File: config.mk
export PLATFORM = sky130hd
export DESIGN_NAME = multicycle_ctrl
export DESIGN_NICKNAME = d
export VERILOG_FILES = /design/src/rtl/multicycle_ctrl.sv
export SDC_FILE = /design/constraint.sdc
export NUM_CORES = 1
export LEC_CHECK = 0
export CORE_UTILIZATION = 57
export DETAILED_ROUTE_END_ITERATION = 6
export DONT_BUFFER_PORTS = 1
export MAX_ROUTING_LAYER = met4
export PLACE_DENSITY_LB_ADDON = 0.1
export SYNTH_ARGS = -nofsm -noshare
export SYNTH_HDL_FRONTEND = slang
export SYNTH_SLANG_ARGS = --single-unit
File: constraint.sdc
create_clock -name clk -period 2 [get_ports clk]
set_clock_uncertainty 0.1 [all_clocks]
set_input_delay 0.1 -clock clk [delete_from_list [all_inputs] [get_ports clk]]
set_output_delay 0.1 -clock clk [all_outputs]
set_load 0.01 [all_outputs]
File: src/rtl/multicycle_ctrl.sv
// multicycle_ctrl: control FSM for a multi-cycle RISC-V style datapath.
// One instruction moves through FETCH -> DECODE -> EXEC -> MEM -> WB.
// NOP and illegal opcodes retire in DECODE. Branches retire in EXEC,
// stores retire in MEM, and R/I/load retire in WB.
// A memory request that waits TIMEOUT cycles without an ack moves the
// FSM to FAULT. Only rst leaves FAULT.
//
// Ports
//   clk, rst              clock; synchronous active-high reset
//   inst[31:0]            instruction register contents (written by ir_we)
//   status[3:0]           ALU flags: [0]=zero, [1]=less-than
//   imem_req / imem_ack   instruction fetch handshake
//   dmem_req / dmem_we /  data access handshake (we: 1=store, 0=load)
//   dmem_ack
//   ir_we, pc_we, rw      one-cycle strobes: IR, PC and register-file write
//   alusrc, wb, pcsrc     ALU B=imm, writeback from memory, PC=branch target
//   imm_sel[1:0]          00 I, 01 load, 10 store, 11 branch
//   alu_op[3:0]           ALU operation code
//   illegal               one-cycle pulse on an unknown opcode
//   fault                 sticky memory-timeout flag
//   instret[31:0]         retired-instruction counter
module multicycle_ctrl #(
    parameter int TIMEOUT = 16
) (
    input  logic        clk,
    input  logic        rst,
    input  logic [31:0] inst,
    input  logic [3:0]  status,
    output logic        imem_req,
    input  logic        imem_ack,
    output logic        dmem_req,
    output logic        dmem_we,
    input  logic        dmem_ack,
    output logic        ir_we,
    output logic        pc_we,
    output logic        rw,
    output logic        alusrc,
    output logic        wb,
    output logic        pcsrc,
    output logic [1:0]  imm_sel,
    output logic [3:0]  alu_op,
    output logic        illegal,
    output logic        fault,
    output logic [31:0] instret
);

    typedef enum logic [2:0] {
        S_FETCH, S_DECODE, S_EXEC, S_MEM, S_WB, S_FAULT
    } state_t;

    typedef enum logic [2:0] {
        C_NOP, C_R, C_I, C_LD, C_ST, C_BR, C_ILL
    } cls_t;

    state_t      state;
    logic [7:0]  wcnt;
    logic [31:0] cnt;

    cls_t        cls;
    logic        d_alusrc, d_wb, taken;
    logic [1:0]  d_imm;
    logic [3:0]  d_aluop;
    logic [2:0]  f3;

    // These bits do not affect control.
    logic unused_bits;
    assign unused_bits = ^{inst[31], inst[29:15], inst[11:7], status[3:2]};

    assign f3 = inst[14:12];

    // The IR only changes on ir_we, so inst stays stable from DECODE to the
    // end of the instruction. Decoding it combinationally in every state
    // is therefore safe.
    always_comb begin
        cls      = C_ILL;
        d_alusrc = 1'b0;
        d_wb     = 1'b0;
        d_imm    = 2'b00;
        d_aluop  = 4'b0000;
        case (inst[6:0])
            7'b0110011: begin
                cls     = C_R;
                d_aluop = {inst[30], f3};
            end
            7'b0010011: begin
                cls      = C_I;
                d_alusrc = 1'b1;
                // Only the shift-right form uses inst[30] as a sub-op bit.
                // For the other I-types, that bit is part of the immediate.
                d_aluop  = {inst[30] & (f3 == 3'b101), f3};
            end
            7'b0000011: begin
                cls      = C_LD;
                d_alusrc = 1'b1;
                d_wb     = 1'b1;
                d_imm    = 2'b01;
            end
            7'b0100011: begin
                cls      = C_ST;
                d_alusrc = 1'b1;
                d_imm    = 2'b10;
            end
            7'b1100011: begin
                cls     = C_BR;
                d_imm   = 2'b11;
                d_aluop = 4'b1000;
            end
            7'b0000000: cls = C_NOP;
            default:    cls = C_ILL;
        endcase
    end

    // Only beq (000) and blt (100) can be taken.
    assign taken = ((f3 == 3'b000) & status[0]) | ((f3 == 3'b100) & status[1]);

    always_comb begin
        imem_req = 1'b0;
        dmem_req = 1'b0;
        dmem_we  = 1'b0;
        ir_we    = 1'b0;
        pc_we    = 1'b0;
        rw       = 1'b0;
        alusrc   = 1'b0;
        wb       = 1'b0;
        pcsrc    = 1'b0;
        imm_sel  = 2'b00;
        alu_op   = 4'b0000;
        illegal  = 1'b0;
        fault    = 1'b0;
        if (!rst) begin
            if (state inside {S_DECODE, S_EXEC, S_MEM, S_WB}) begin
                alusrc  = d_alusrc;
                wb      = d_wb;
                imm_sel = d_imm;
                alu_op  = d_aluop;
            end
            case (state)
                S_FETCH: begin
                    imem_req = 1'b1;
                    ir_we    = imem_ack;
                end
                S_DECODE: begin
                    pc_we   = (cls == C_NOP) | (cls == C_ILL);
                    illegal = (cls == C_ILL);
                end
                S_EXEC: begin
                    if (cls == C_BR) begin
                        pc_we = 1'b1;
                        pcsrc = taken;
                    end
                end
                S_MEM: begin
                    dmem_req = 1'b1;
                    dmem_we  = (cls == C_ST);
                    pc_we    = dmem_ack & (cls == C_ST);
                end
                S_WB: begin
                    rw    = 1'b1;
                    pc_we = 1'b1;
                end
                S_FAULT: fault = 1'b1;
                default: ;
            endcase
        end
    end

    assign instret = rst ? 32'd0 : cnt;

    always_ff @(posedge clk) begin
        if (rst) begin
            state <= S_FETCH;
            wcnt  <= '0;
            cnt   <= '0;
        end else begin
            if (pc_we) cnt <= cnt + 32'd1;
            // Every path except an unacked wait clears the counter. This
            // gives a fresh count on each entry to FETCH or MEM.
            wcnt <= '0;
            case (state)
                S_FETCH: begin
                    if (imem_ack)                        state <= S_DECODE;
                    else if (wcnt == 8'(TIMEOUT - 1))    state <= S_FAULT;
                    else                                 wcnt  <= wcnt + 8'd1;
                end
                S_DECODE: begin
                    if (cls == C_NOP || cls == C_ILL) state <= S_FETCH;
                    else                              state <= S_EXEC;
                end
                S_EXEC: begin
                    case (cls)
                        C_BR:        state <= S_FETCH;
                        C_LD, C_ST:  state <= S_MEM;
                        default:     state <= S_WB;
                    endcase
                end
                S_MEM: begin
                    if (dmem_ack)                        state <= (cls == C_LD) ? S_WB : S_FETCH;
                    else if (wcnt == 8'(TIMEOUT - 1))    state <= S_FAULT;
                    else                                 wcnt  <= wcnt + 8'd1;
                end
                S_WB:    state <= S_FETCH;
                S_FAULT: state <= S_FAULT;
                default: state <= S_FETCH;
            endcase
        end
    end

endmodule
==> results.toml <==
[grt]
antenna_found_initial = 0
grt_usage_pct = 23.61
grt_max_degree = 38
grt_first_pass_wirelength_um = 9080
grt_pass1_vias = 1985
grt_remaining_overflow = 0

[critical_path]
cp-end-kind = "output pin"
critPathBufInv = 2
max_stage_delay_ps = 310
cp_slowest_cell = "dfxtp_1"
cp_max_fo = 6
critPathLaunch = "state[2]"
worstReg2RegStart = "state[2]"
critPathTopFamily = "simple AND/OR/NAND/NOR gates"
crit_top_cell = "buf_4"
cp.required_ps = 1800
worstPathArrival_ps = 1750
setup.worst_path.start_class = "flop"
crit_chain = "and4bb_2 -> buf_4 -> nand4_1 -> o311ai_4 -> nand2b_1 -> nor2_2 -> buf_4"
worstSetupPathType = "flop to output pin"

[sta]
fmax_mhz = 511.9
final_hold_viol_count = 0
final.period_utilization_pct = 97.67
rsz0062_at_grt = "true"
finalSetupViolations = 0
relSlewSlack_pct = 61.03
slew_viol_final = 0
fin_crit_ps = 1953
tightest_slew_ps = 584.0

[clock_network]
numCtsBuffers = 5
h-tree-depth = 2
cts_root_buf = "clkbuf_8"
cts_num_sinks = 43
clock_latency_ps = 310
path_clk_slew_ps = 80
cts_tree = "built"
clock_path_buffers = 2

[placement]
io_buffers = 0
dp_hpwl_um = 3587
dpl_cell_area_mm2 = 0.002740
routabilityCongestion = 0.7611
dp.cells = 386

[routing]
routed_via_density = 5.551
initialDrtViolationCount = 91
ant_nets = 0
firstDrtPassIters = 6
drt_wl_total_um = 5449
routedWlPerCell_um = 13.52
vias = 2237
drcViolationCount = 0

[logic_synthesis]
synthCells = 329
ys_ff_latch = 43
synthFlopType = "dfxtp_1"
synthesis.area_mm2 = 0.002565
avgSynthCellArea_um2 = 7.796
synth_cell_types = 46
ys_seq_area_share_pct = 33.56
synth_edf_count = 0
yosys-top-cells-count = "57 x nor2_1, 43 x dfxtp_1, 32 x nor2b_1, 27 x xor2_1, 18 x nand4_1"
synth_nets = 371
synth_top_area_share_pct = 33.56
yosys-top-cells-area = "dfxtp_1 34%, xor2_1 9.2%, nor2_1 8.3%"
yosysWarnings = 0
synth_top_area_cell = "dfxtp_1"
synth.most_common_cell = "nor2_1"
async_reset_ff_share_pct = 0

[min_path]
worstHoldStart = "inst[4]"
hp-class = "input port to flop"

[final_layout]
multi_input_area_mm2 = 0.001627
area_delta_synth_final_pct = 15.41
drive_gt1_share_pct = 17.66
nets = 392
n_antenna_cell = 0
instances_no_fill = 403
fillers = 396
final_area_mm2 = 0.002960
seq_area_um2 = 860.8

[pwr]
p_leak_nw = 1.113
max-vdd-ir-drop_mv = 0.3752
power_density_mw_per_mm2 = 515.3

[flow_run]
drv_cap = 0

[die]
initial_core_util_pct = 58.91
die_area_mm2 = 0.004772
die_y_um = 69.08
core_area_mm2 = 0.004354
dieWidth_um = 69.08
rows = 24
num_io_pins = 89

[outcome]
status = "completed"
-- timing repair --
action | in CTS | in global routing
hold endpoints to repair | 36 | 0
cloned | 0 | 1
hold buffers | 3 | 0
endpoints found under the setup margin | 17 | 21
gates resized for setup | 3 | 9
pin swaps | 0 | 4
buffers inserted | 0 | 5
-- where the power goes --
| part | total (mW) | switching (mW) | internal (mW) |
|---|---|---|---|
| clock | 0.571 | 0.321 | 0.250 |
| combinational | 0.0921 | 0.0503 | 0.0418 |
| sequential | 0.862 | 0.00293 | 0.859 |
-- final timing paths --
path,cells past startpoint,end,slack (ps)
worst max-delay path,7,pc_we,50
worst min-delay path,3,state[1],20
worst min register to register,1,wcnt[0],340
worst max register to register,8,cnt[1],60
-- logic make-up (layout without fill, tap and decap cells) --
| family | Yosys count | after routing | share of synthesized area [%] |
|---|---|---|---|
| adder cells (fa/ha/maj) | 2 | 2 | 0.9755 |
| flip-flops | 43 | 43 | 33.56 |
| multiplexers | 4 | 4 | 1.707 |
| XOR/XNOR | 34 | 34 | 11.61 |
| AND/OR/NAND/NOR | 192 | 192 | 40.73 |
| AO/OA/AOI/OAI | 25 | 25 | 6.537 |
| buffers and inverters | 29 | 51 | 4.878 |
-- routing by layer --
layer,share of wire (%),vias up,wire (µm),global-route usage (%)
li1,-,1164,-,-
met3,5.8,4,317,4.825
met1,49,1002,2697,31.74
met2,44,67,2385,35.81
met4,0.90,0,49,7.029
met5,0,-,0,-
-- state kept, by name, indices dropped and copies added, names as in the netlist --
| register | count |
|---|---|
| cnt | 32 |
| state | 3 |
| wcnt | 8 |
-- cell type report --
class                   count  share of cell area, %
multi-input cells         257                  54.95
flip-flops and latches     43                  29.08
repair buffers             35                  9.637
clock buffers               5                  2.325
well taps                  52                  2.198
inverters                   8                  1.014
clock inverters             3                 0.8030
-- per-stage QoR --
| step | util [%] | setup TNS [ps] | worst slack, ps | hold WS, ps | total power, mW |
|---|---|---|---|---|---|
| floorplan | - | 0 | 44.18 | 187.1 | 0.9584 |
| global placement | 62.93 | -585.0 | -50.45 | 77.15 | 0.9499 |
| detailed placement | 62.93 | -963.8 | -94.70 | 80.20 | 0.9510 |
| CTS | 66.21 | -0.1179 | -0.1179 | 19.13 | 1.544 |
| global route | 67.99 | -110.1 | -40.80 | 57.16 | 1.588 |
| finish | 67.99 | 0 | 46.56 | 21.91 | 1.525 |
-- layout by cell type, fill, tap and decap left out, types with 2 or more instances in the layout --
cell            n
and2_1          5
nor4_1          3
and4bb_2        2
buf_4          29
mux2_2          3
and4_1          2
or3_1           3
buf_6           2
nand2b_1        7
a21oi_1         8
or4_1           3
nor2_2          2
nand3b_1        2
dfxtp_1        43
nand4_1        18
o21ai_0         5
and3_1          7
inv_1           8
nand2_1        16
nor2b_1        31
nor3_1          6
nor2_1         54
ha_1            2
xor2_1         27
nor3_2          3
clkinvlp_4      2
nand4b_1        3
dlygate4sd3_1   2
clkbuf_8        5
nand3_1        16
a31oi_1         2
xnor2_1         7
-- worst reg2reg max path: stages (launching register included) --
cell,delay (ps)
dfxtp_1,310
and4bb_2,310
buf_4,130
nand4_1,130
o311ai_4,150
nand2b_1,170
nor2_2,130
buf_4,120
mux2_2,310
Note: power is estimated with default switching activity, not from simulation.
